## src/rtl/dct_pkg.sv

```systemverilog
// Shared widths, FSM state encoding and datapath types for the DCT product drain.
package dct_pkg;
  localparam int PROD_W  = 36;
  localparam int TERMS   = 4;
  localparam int ROW_LEN = 8;
  localparam int ACC_W   = PROD_W + $clog2(TERMS);

  typedef enum logic [1:0] {IDLE, RD, CAP, GAP} state_e;

  typedef logic signed [PROD_W-1:0] prod_t;
  typedef logic signed [ACC_W-1:0]  coef_t;
endpackage

```

## src/rtl/dct_out_holdreg.sv

```systemverilog
// Valid/ready holding register for one coefficient; a load sets valid, an accept clears it.
// Data and last stay frozen while valid is high and ready is low.
module dct_out_holdreg #(
  parameter int ACC_W = dct_pkg::ACC_W
) (
  input  logic             clk,
  input  logic             rst,
  input  logic             load_i,
  input  logic [ACC_W-1:0] data_i,
  input  logic             last_i,
  input  logic             ready_i,
  output logic [ACC_W-1:0] data_o,
  output logic             valid_o,
  output logic             last_o
);
  import dct_pkg::*;

  logic [ACC_W-1:0] data_q, data_d;
  logic             valid_q, valid_d;
  logic             last_q, last_d;

  // Load and accept never coincide: the final-term read waits for the slot to empty.
  always_comb begin
    data_d  = data_q;
    last_d  = last_q;
    valid_d = valid_q;
    if (load_i) begin
      data_d  = data_i;
      last_d  = last_i;
      valid_d = 1'b1;
    end else if (valid_q && ready_i) begin
      valid_d = 1'b0;
    end
  end

  always_ff @(posedge clk) begin
    if (rst) begin
      data_q  <= '0;
      last_q  <= 1'b0;
      valid_q <= 1'b0;
    end else begin
      data_q  <= data_d;
      last_q  <= last_d;
      valid_q <= valid_d;
    end
  end

  assign data_o  = data_q;
  assign valid_o = valid_q;
  assign last_o  = last_q;
endmodule

```

## src/rtl/dct_product_drain.sv

```systemverilog
// Pops signed products from the multiplier FIFO and sums each TERMS group into one coefficient.
// One product per 3 cycles; with out_ready low it pops TERMS-1 more products, then stalls.
module dct_product_drain #(
  parameter int PROD_W  = dct_pkg::PROD_W,
  parameter int TERMS   = dct_pkg::TERMS,
  parameter int ROW_LEN = dct_pkg::ROW_LEN,
  parameter int ACC_W   = PROD_W + $clog2(TERMS)
) (
  input  logic              clk,
  input  logic              rst,
  input  logic              fifo_empty,
  input  logic [PROD_W-1:0] fifo_dout,
  output logic              fifo_rd_en,
  output logic [ACC_W-1:0]  out_data,
  output logic              out_valid,
  output logic              out_last,
  input  logic              out_ready
);
  import dct_pkg::*;

  localparam int TW = $clog2(TERMS);
  localparam int RW = (ROW_LEN > 1) ? $clog2(ROW_LEN) : 1;
  localparam logic [TW-1:0] LAST_TERM = TW'(TERMS - 1);
  localparam logic [RW-1:0] LAST_COL  = RW'(ROW_LEN - 1);

  state_e           state_q, state_d;
  logic [ACC_W-1:0] acc_q, acc_d;
  logic [TW-1:0]    term_q, term_d;
  logic [RW-1:0]    row_q, row_d;

  logic             can_issue;
  logic [ACC_W-1:0] sum;
  logic             hold_load;
  logic             hold_last;

  // The closing read of a group is held back until the output slot is free.
  assign can_issue = !fifo_empty && ((term_q != LAST_TERM) || !out_valid);
  assign sum       = acc_q + {{(ACC_W-PROD_W){fifo_dout[PROD_W-1]}}, fifo_dout};

  always_ff @(posedge clk) begin
    if (rst) begin
      state_q <= IDLE;
      acc_q   <= '0;
      term_q  <= '0;
      row_q   <= '0;
    end else begin
      state_q <= state_d;
      acc_q   <= acc_d;
      term_q  <= term_d;
      row_q   <= row_d;
    end
  end

  always_comb begin
    state_d = state_q;
    case (state_q)
      IDLE:    state_d = can_issue ? RD : IDLE;
      RD:      state_d = CAP;
      CAP:     state_d = GAP;
      GAP:     state_d = can_issue ? RD : IDLE;
      default: state_d = IDLE;
    endcase
  end

  always_comb begin
    fifo_rd_en = (state_q == RD);
    hold_load  = (state_q == CAP) && (term_q == LAST_TERM);
    hold_last  = (row_q == LAST_COL);
  end

  always_comb begin
    acc_d  = acc_q;
    term_d = term_q;
    row_d  = row_q;
    if (state_q == CAP) begin
      if (term_q == LAST_TERM) begin
        acc_d  = '0;
        term_d = '0;
        row_d  = (row_q == LAST_COL) ? '0 : row_q + RW'(1);
      end else begin
        acc_d  = sum;
        term_d = term_q + TW'(1);
      end
    end
  end

  dct_out_holdreg #(.ACC_W(ACC_W)) u_holdreg (
    .clk     (clk),
    .rst     (rst),
    .load_i  (hold_load),
    .data_i  (sum),
    .last_i  (hold_last),
    .ready_i (out_ready),
    .data_o  (out_data),
    .valid_o (out_valid),
    .last_o  (out_last)
  );
endmodule

```

## config.mk

```make
export PLATFORM = sky130hd
export DESIGN_NAME = dct_product_drain
export DESIGN_NICKNAME = d
export VERILOG_FILES = /design/src/rtl/dct_pkg.sv /design/src/rtl/dct_out_holdreg.sv /design/src/rtl/dct_product_drain.sv
export SDC_FILE = /design/constraint.sdc
export NUM_CORES = 1
export LEC_CHECK = 0
export CAP_MARGIN = 15
export CORE_ASPECT_RATIO = 1.2
export CORE_MARGIN = 10
export CORE_UTILIZATION = 43
export CTS_CLUSTER_SIZE = 40
export DETAILED_ROUTE_END_ITERATION = 8
export GPL_TIMING_DRIVEN = 0
export PLACE_DENSITY = 0.67
export SYNTH_ARGS = -nofsm -noshare
export SYNTH_HDL_FRONTEND = slang
export SYNTH_SLANG_ARGS = --single-unit
```

## constraint.sdc

```tcl
create_clock -name clk -period 3 [get_ports clk]
set_input_delay 0.45 -clock clk [delete_from_list [all_inputs] [get_ports clk]]
set_output_delay 0.45 -clock clk [all_outputs]
set_load 0.05 [all_outputs]
```

==> key figures <==
Detailed routing
  • Number of detailed-route iterations in the first pass: 5
  • Number of nets with antenna violations after detailed routing: 0
  • Total Wirelength: roughly 14 mm
  • DRC marker count from the first detailed-route iteration: 275
  • Routed wire per std cell: 16.1 um
  • Detailed-route vias per instance: approximately 5.4
  • Remaining DRCs: 0
  • Vias after detailed routing: 4716

Power and ir drop
  • LEAKAGE: 2.65 nW
  • Sw Pwr: 0.00129 W
  • Pwr/cell area: 585 mW/mm2
  • Power share of the clock group: 0.307
  • Worst vdd rail ir drop: 0.316 mV
  • Proportion of total power due to net switching: 0.342
  • Logic pwr share: 0.349
  • Cell-internal power: between 0.002 and 0.0025 W
  • Fraction of power consumed by sequential logic: 0.344

Clock tree
  • Number of buffers created by CTS: 9
  • Clock Pin Slew Worst Setup and Hold Paths: approximately 0.060 ns
  • Clock latency of the later-clocked register in the worst-skew pair: about 0.34 ns
  • Cell chosen for the clock root: sky130_fd_sc_hd__clkbuf_16
  • Total clock sinks: 85
  • Deepest level of the CTS H-tree: 3
  • Post-cts hold buffer count: 0
  • Clock tree from TritonCTS: built
  • Clk buf depth: 2

STA
  • Post-Route Setup TNS: 0 ns
  • F_max: 0.339 GHz
  • Worst clock skew on the final layout: 0.00475 ns
  • Worst-Margin Slew: between 0.7 and 0.8 ns
  • Number of endpoints with negative hold slack in the final report: 0
  • Tightest slew margin relative to the limit: 0.469
  • Final slew viol count: 0
  • Setup repair after global routing missed its margin: true
  • Min Clock Period, post-route: slightly below 3 ns
  • Setup-failing EPs final: 0
  • Share of the clock period used by the worst path after layout: 0.984

Setup path
  • Worst reg2reg path startpoint: acc_q[0]$_SDFFE_PP0P_
  • Start-to-end type of the worst setup path: primary input to flip-flop
  • Worst EP required: 3.23 ns
  • Flop-to-flop setup slack: about 0.15 ns
  • Sort of element at the start of the critical path: primary input
  • Worst Reg-to-Reg Cells: 13
  • Type of destination of the critical path: flip-flop
  • Termination of the worst setup path: acc_q[37]$_SDFFE_PP0P_
  • Endpoint of the lowest-slack register-to-register path: u_holdreg.data_o[36]$_SDFFE_PP0P_
  • CP Launch Point: fifo_dout[28]
  • Data arrival time at the worst-slack endpoint: 3.19 ns
  • Worst-path fanout max: 5

Finish
  • Reg area: 0.00170 mm2
  • Filler cell count in the final layout: roughly 1100
  • Fraction of the core area covered by cells at the end of the flow: 0.580
  • Total Nets Final: 796
  • Area of the multi-input gates: approximately 0.0032 mm2
  • Antenna Cells: 0
  • Area added between synthesis and finish: 31.2%
  • Ratio of cells with drive above 1 in the final layout: 0.0823

Global routing
  • Global route overflow: 0
  • Number of antenna violations at the first check in global routing: 0
  • First-pass GRT wire length: 22.8 mm
  • Pin count of the biggest net entering global routing: 15
  • GRT Resource Usage Total: 0.171
  • Via count of the first global-routing pass: 4722

Die
  • Initial Utilization: 0.442
  • Chip height: about 140 um
  • Area of the core: 0.0111 mm2
  • IO Pins: 81
  • Total number of placement rows: 42
  • Chip Width: 118 um
  • Die area: 0.0161 mm2

Synthesis
  • Count of state elements after synthesis: 85
  • Library cell with the largest summed area after synthesis: sky130_fd_sc_hd__dfxtp_1
  • Yosys warning total: 0
  • Post-synth net total: about 700
  • Seq/Total Area, Yosys: 0.346
  • Synthesized area per cell: 8.04 um2
  • Count of distinct cell types in the synthesized netlist: between 50 and 60
  • Mapped cell area: 0.00492 mm2
  • Area contributors post-synth: sky130_fd_sc_hd__dfxtp_1 35%, sky130_fd_sc_hd__ha_1 11%, sky130_fd_sc_hd__a21oi_1 8.2%
  • Number of synthesized flops with an enable pin: 0
  • Most instantiated flip-flop cell in the synthesis netlist: sky130_fd_sc_hd__dfxtp_1
  • Async set-or-reset flop fraction in the synthesized netlist: 0
  • Gate count of the mapped netlist: 612
  • Share of the synthesized area in the top cell type: 0.346

Worst hold path
  • Number of cells on the worst hold path: 2
  • Worst min path class: flip-flop to flip-flop

Place
  • Final weighted congestion in routability-driven placement: 0.897
  • Number of buffers inserted by port buffering: 80
  • Placed wire-length estimate after detailed placement: roughly 11 mm

Flow run
  • Max capacitance violation total: 0

Outcome
  • Result of the run: finished clean
[logic make-up (layout without fill, tap and decap cells)]
| kind of cell | after synthesis | in the layout | synth area share |
|---|---|---|---|
| AND/OR/NAND/NOR | 217 | 217 | 0.200 |
| flip-flops | 85 | 85 | 0.346 |
| buffers and inverters | 44 | 149 | 0.0338 |
| XOR/XNOR | 33 | 33 | 0.0587 |
| multiplexers | 4 | 4 | 0.00839 |
| adder cells (fa/ha/maj) | 44 | 44 | 0.113 |
| AO/OA/AOI/OAI | 185 | 185 | 0.240 |
[state kept, by name, summed over array words and instances (netlist names)]
register           flops
u_holdreg.data_o      38
row_q                  3
u_holdreg.last_o       1
state_q                2
u_holdreg.valid_o      1
acc_q                 38
term_q                 2
[cells in the mapped netlist (2+ instances only)]
master and instances:
sky130_fd_sc_hd__a21o_1 14, sky130_fd_sc_hd__a211oi_1 5, sky130_fd_sc_hd__nand2_1 99, sky130_fd_sc_hd__nor2b_1 18, sky130_fd_sc_hd__or2_2 2, sky130_fd_sc_hd__and4_1 2
sky130_fd_sc_hd__o211ai_1 6, sky130_fd_sc_hd__o21bai_1 3, sky130_fd_sc_hd__o21ai_1 2, sky130_fd_sc_hd__inv_1 15, sky130_fd_sc_hd__and2_1 4, sky130_fd_sc_hd__dfxtp_1 85
sky130_fd_sc_hd__o22ai_1 2, sky130_fd_sc_hd__xnor2_1 21, sky130_fd_sc_hd__a31oi_1 9, sky130_fd_sc_hd__a22o_1 18, sky130_fd_sc_hd__xor2_1 12, sky130_fd_sc_hd__clkbuf_1 22
sky130_fd_sc_hd__buf_1 6, sky130_fd_sc_hd__and3_1 7, sky130_fd_sc_hd__nand4_1 7, sky130_fd_sc_hd__nand2b_1 8, sky130_fd_sc_hd__o21ai_0 27, sky130_fd_sc_hd__nor2_1 47
sky130_fd_sc_hd__a31o_2 2, sky130_fd_sc_hd__nor3_1 6, sky130_fd_sc_hd__a21oi_1 81, sky130_fd_sc_hd__mux2i_1 3, sky130_fd_sc_hd__a41oi_1 2, sky130_fd_sc_hd__nand3_1 13
sky130_fd_sc_hd__ha_1 43
[worst min-delay path by stage]
stage,startpoint,to
after global routing,u_holdreg.data_o[29]$_SDFFE_PP0P_,u_holdreg.data_o[29]$_SDFFE_PP0P_
final,u_holdreg.data_o[23]$_SDFFE_PP0P_,u_holdreg.data_o[23]$_SDFFE_PP0P_
after global placement,acc_q[36]$_SDFFE_PP0P_,acc_q[36]$_SDFFE_PP0P_
after floorplan,acc_q[15]$_SDFFE_PP0P_,acc_q[15]$_SDFFE_PP0P_
after detailed placement,u_holdreg.data_o[30]$_SDFFE_PP0P_,u_holdreg.data_o[30]$_SDFFE_PP0P_
after CTS,u_holdreg.data_o[24]$_SDFFE_PP0P_,u_holdreg.data_o[24]$_SDFFE_PP0P_
[placed cells by master (no fill, tap or decap), drive strengths merged, types with 2 or more instances in the layout]
master         netlist  routed
nand2b               8       8
o21ai               29      29
buf                  7      16
a31oi                9       9
ha                  43      43
nor2                47      47
nand2               99      99
o21bai               3       3
nor2b               18      18
nand4                7       7
and3                 7       7
or2                  2       2
o22ai                2       2
and2                 4       4
xnor2               21      21
dfxtp               85      85
clkinv               0       3
a21boi               2       2
inv                 15      16
nor3                 6       6
a211oi               5       5
a41oi                2       2
and4                 2       2
mux2i                3       3
a31o                 2       2
a21oi               81      81
o211ai               6       6
a21o                14      14
a22o                18      18
clkbuf              22      33
clkdlybuf4s50        0      78
nand3               13      13
xor2                12      12
[stage by stage]
step                instances  worst slack, ns  hold slack, ns  power, W  area, um2
global route              871          -0.0323           0.466   0.00401       6460
finish                    871           0.0482           0.452   0.00378       6460
floorplan                 612            0.304           0.429   0.00223       4920
global placement          846           -0.642           0.441   0.00251       5920
detailed placement        846           -0.666           0.447   0.00254       5920
CTS                       868         -0.00838           0.456   0.00375       6330
[power groups by stage]
| stage | Combinational (W) | Sequential [W] | Clock, W |
|---|---|---|---|
| 2_1_floorplan | 0.000930 | 0.00130 | 0 |
| 3_3_place_gp | 0.00120 | 0.00131 | 0 |
| 3_5_place_dp | 0.00122 | 0.00132 | 0 |
| 4_1_cts | 0.00127 | 0.00129 | 0.00119 |
| 5_1_grt | 0.00147 | 0.00131 | 0.00123 |
| 6_report | 0.00132 | 0.00130 | 0.00116 |
[layout make-up]
type	instances	area share
well taps	154	0.0298
repair buffers	89	0.135
inverters	15	0.00872
flip-flops and latches	85	0.264
clock inverters	5	0.00891
clock buffers	11	0.0391
plain buffers	29	0.0171
multi-input cells	483	0.498
[metal layers]
| metal | part of all wire | up-vias | GRT usage |
|---|---|---|---|
| li1 | - | 2373 | - |
| met5 | 0 | - | 0 |
| met3 | 0.040 | 29 | 0.0356 |
| met2 | 0.48 | 104 | 0.295 |
| met4 | 0.027 | 0 | 0.0784 |
| met1 | 0.45 | 2210 | 0.202 |
[worst max-delay path, cell delays in order]
cell                              delay, ns
sky130_fd_sc_hd__clkdlybuf4s50_1       0.52
sky130_fd_sc_hd__ha_4                  0.23
sky130_fd_sc_hd__a21o_1                0.19
sky130_fd_sc_hd__a21o_1                0.23
sky130_fd_sc_hd__a2111oi_4             0.35
sky130_fd_sc_hd__nor3_1                0.13
sky130_fd_sc_hd__or3b_1                0.38
sky130_fd_sc_hd__o221ai_2              0.20
sky130_fd_sc_hd__xnor2_2               0.18
sky130_fd_sc_hd__o22ai_1               0.12
sky130_fd_sc_hd__a22o_1                0.20
[timing repair]
action | in CTS | in global routing
endpoints found under the hold margin | 0 | 0
pin swaps | 7 | 18
setup buffers | 6 | 3
gates cloned | 0 | 0
gates resized for setup | 12 | 19
endpoints found under the setup margin | 16 | 20
No activity file was read; power rests on OpenSTA's default activity.
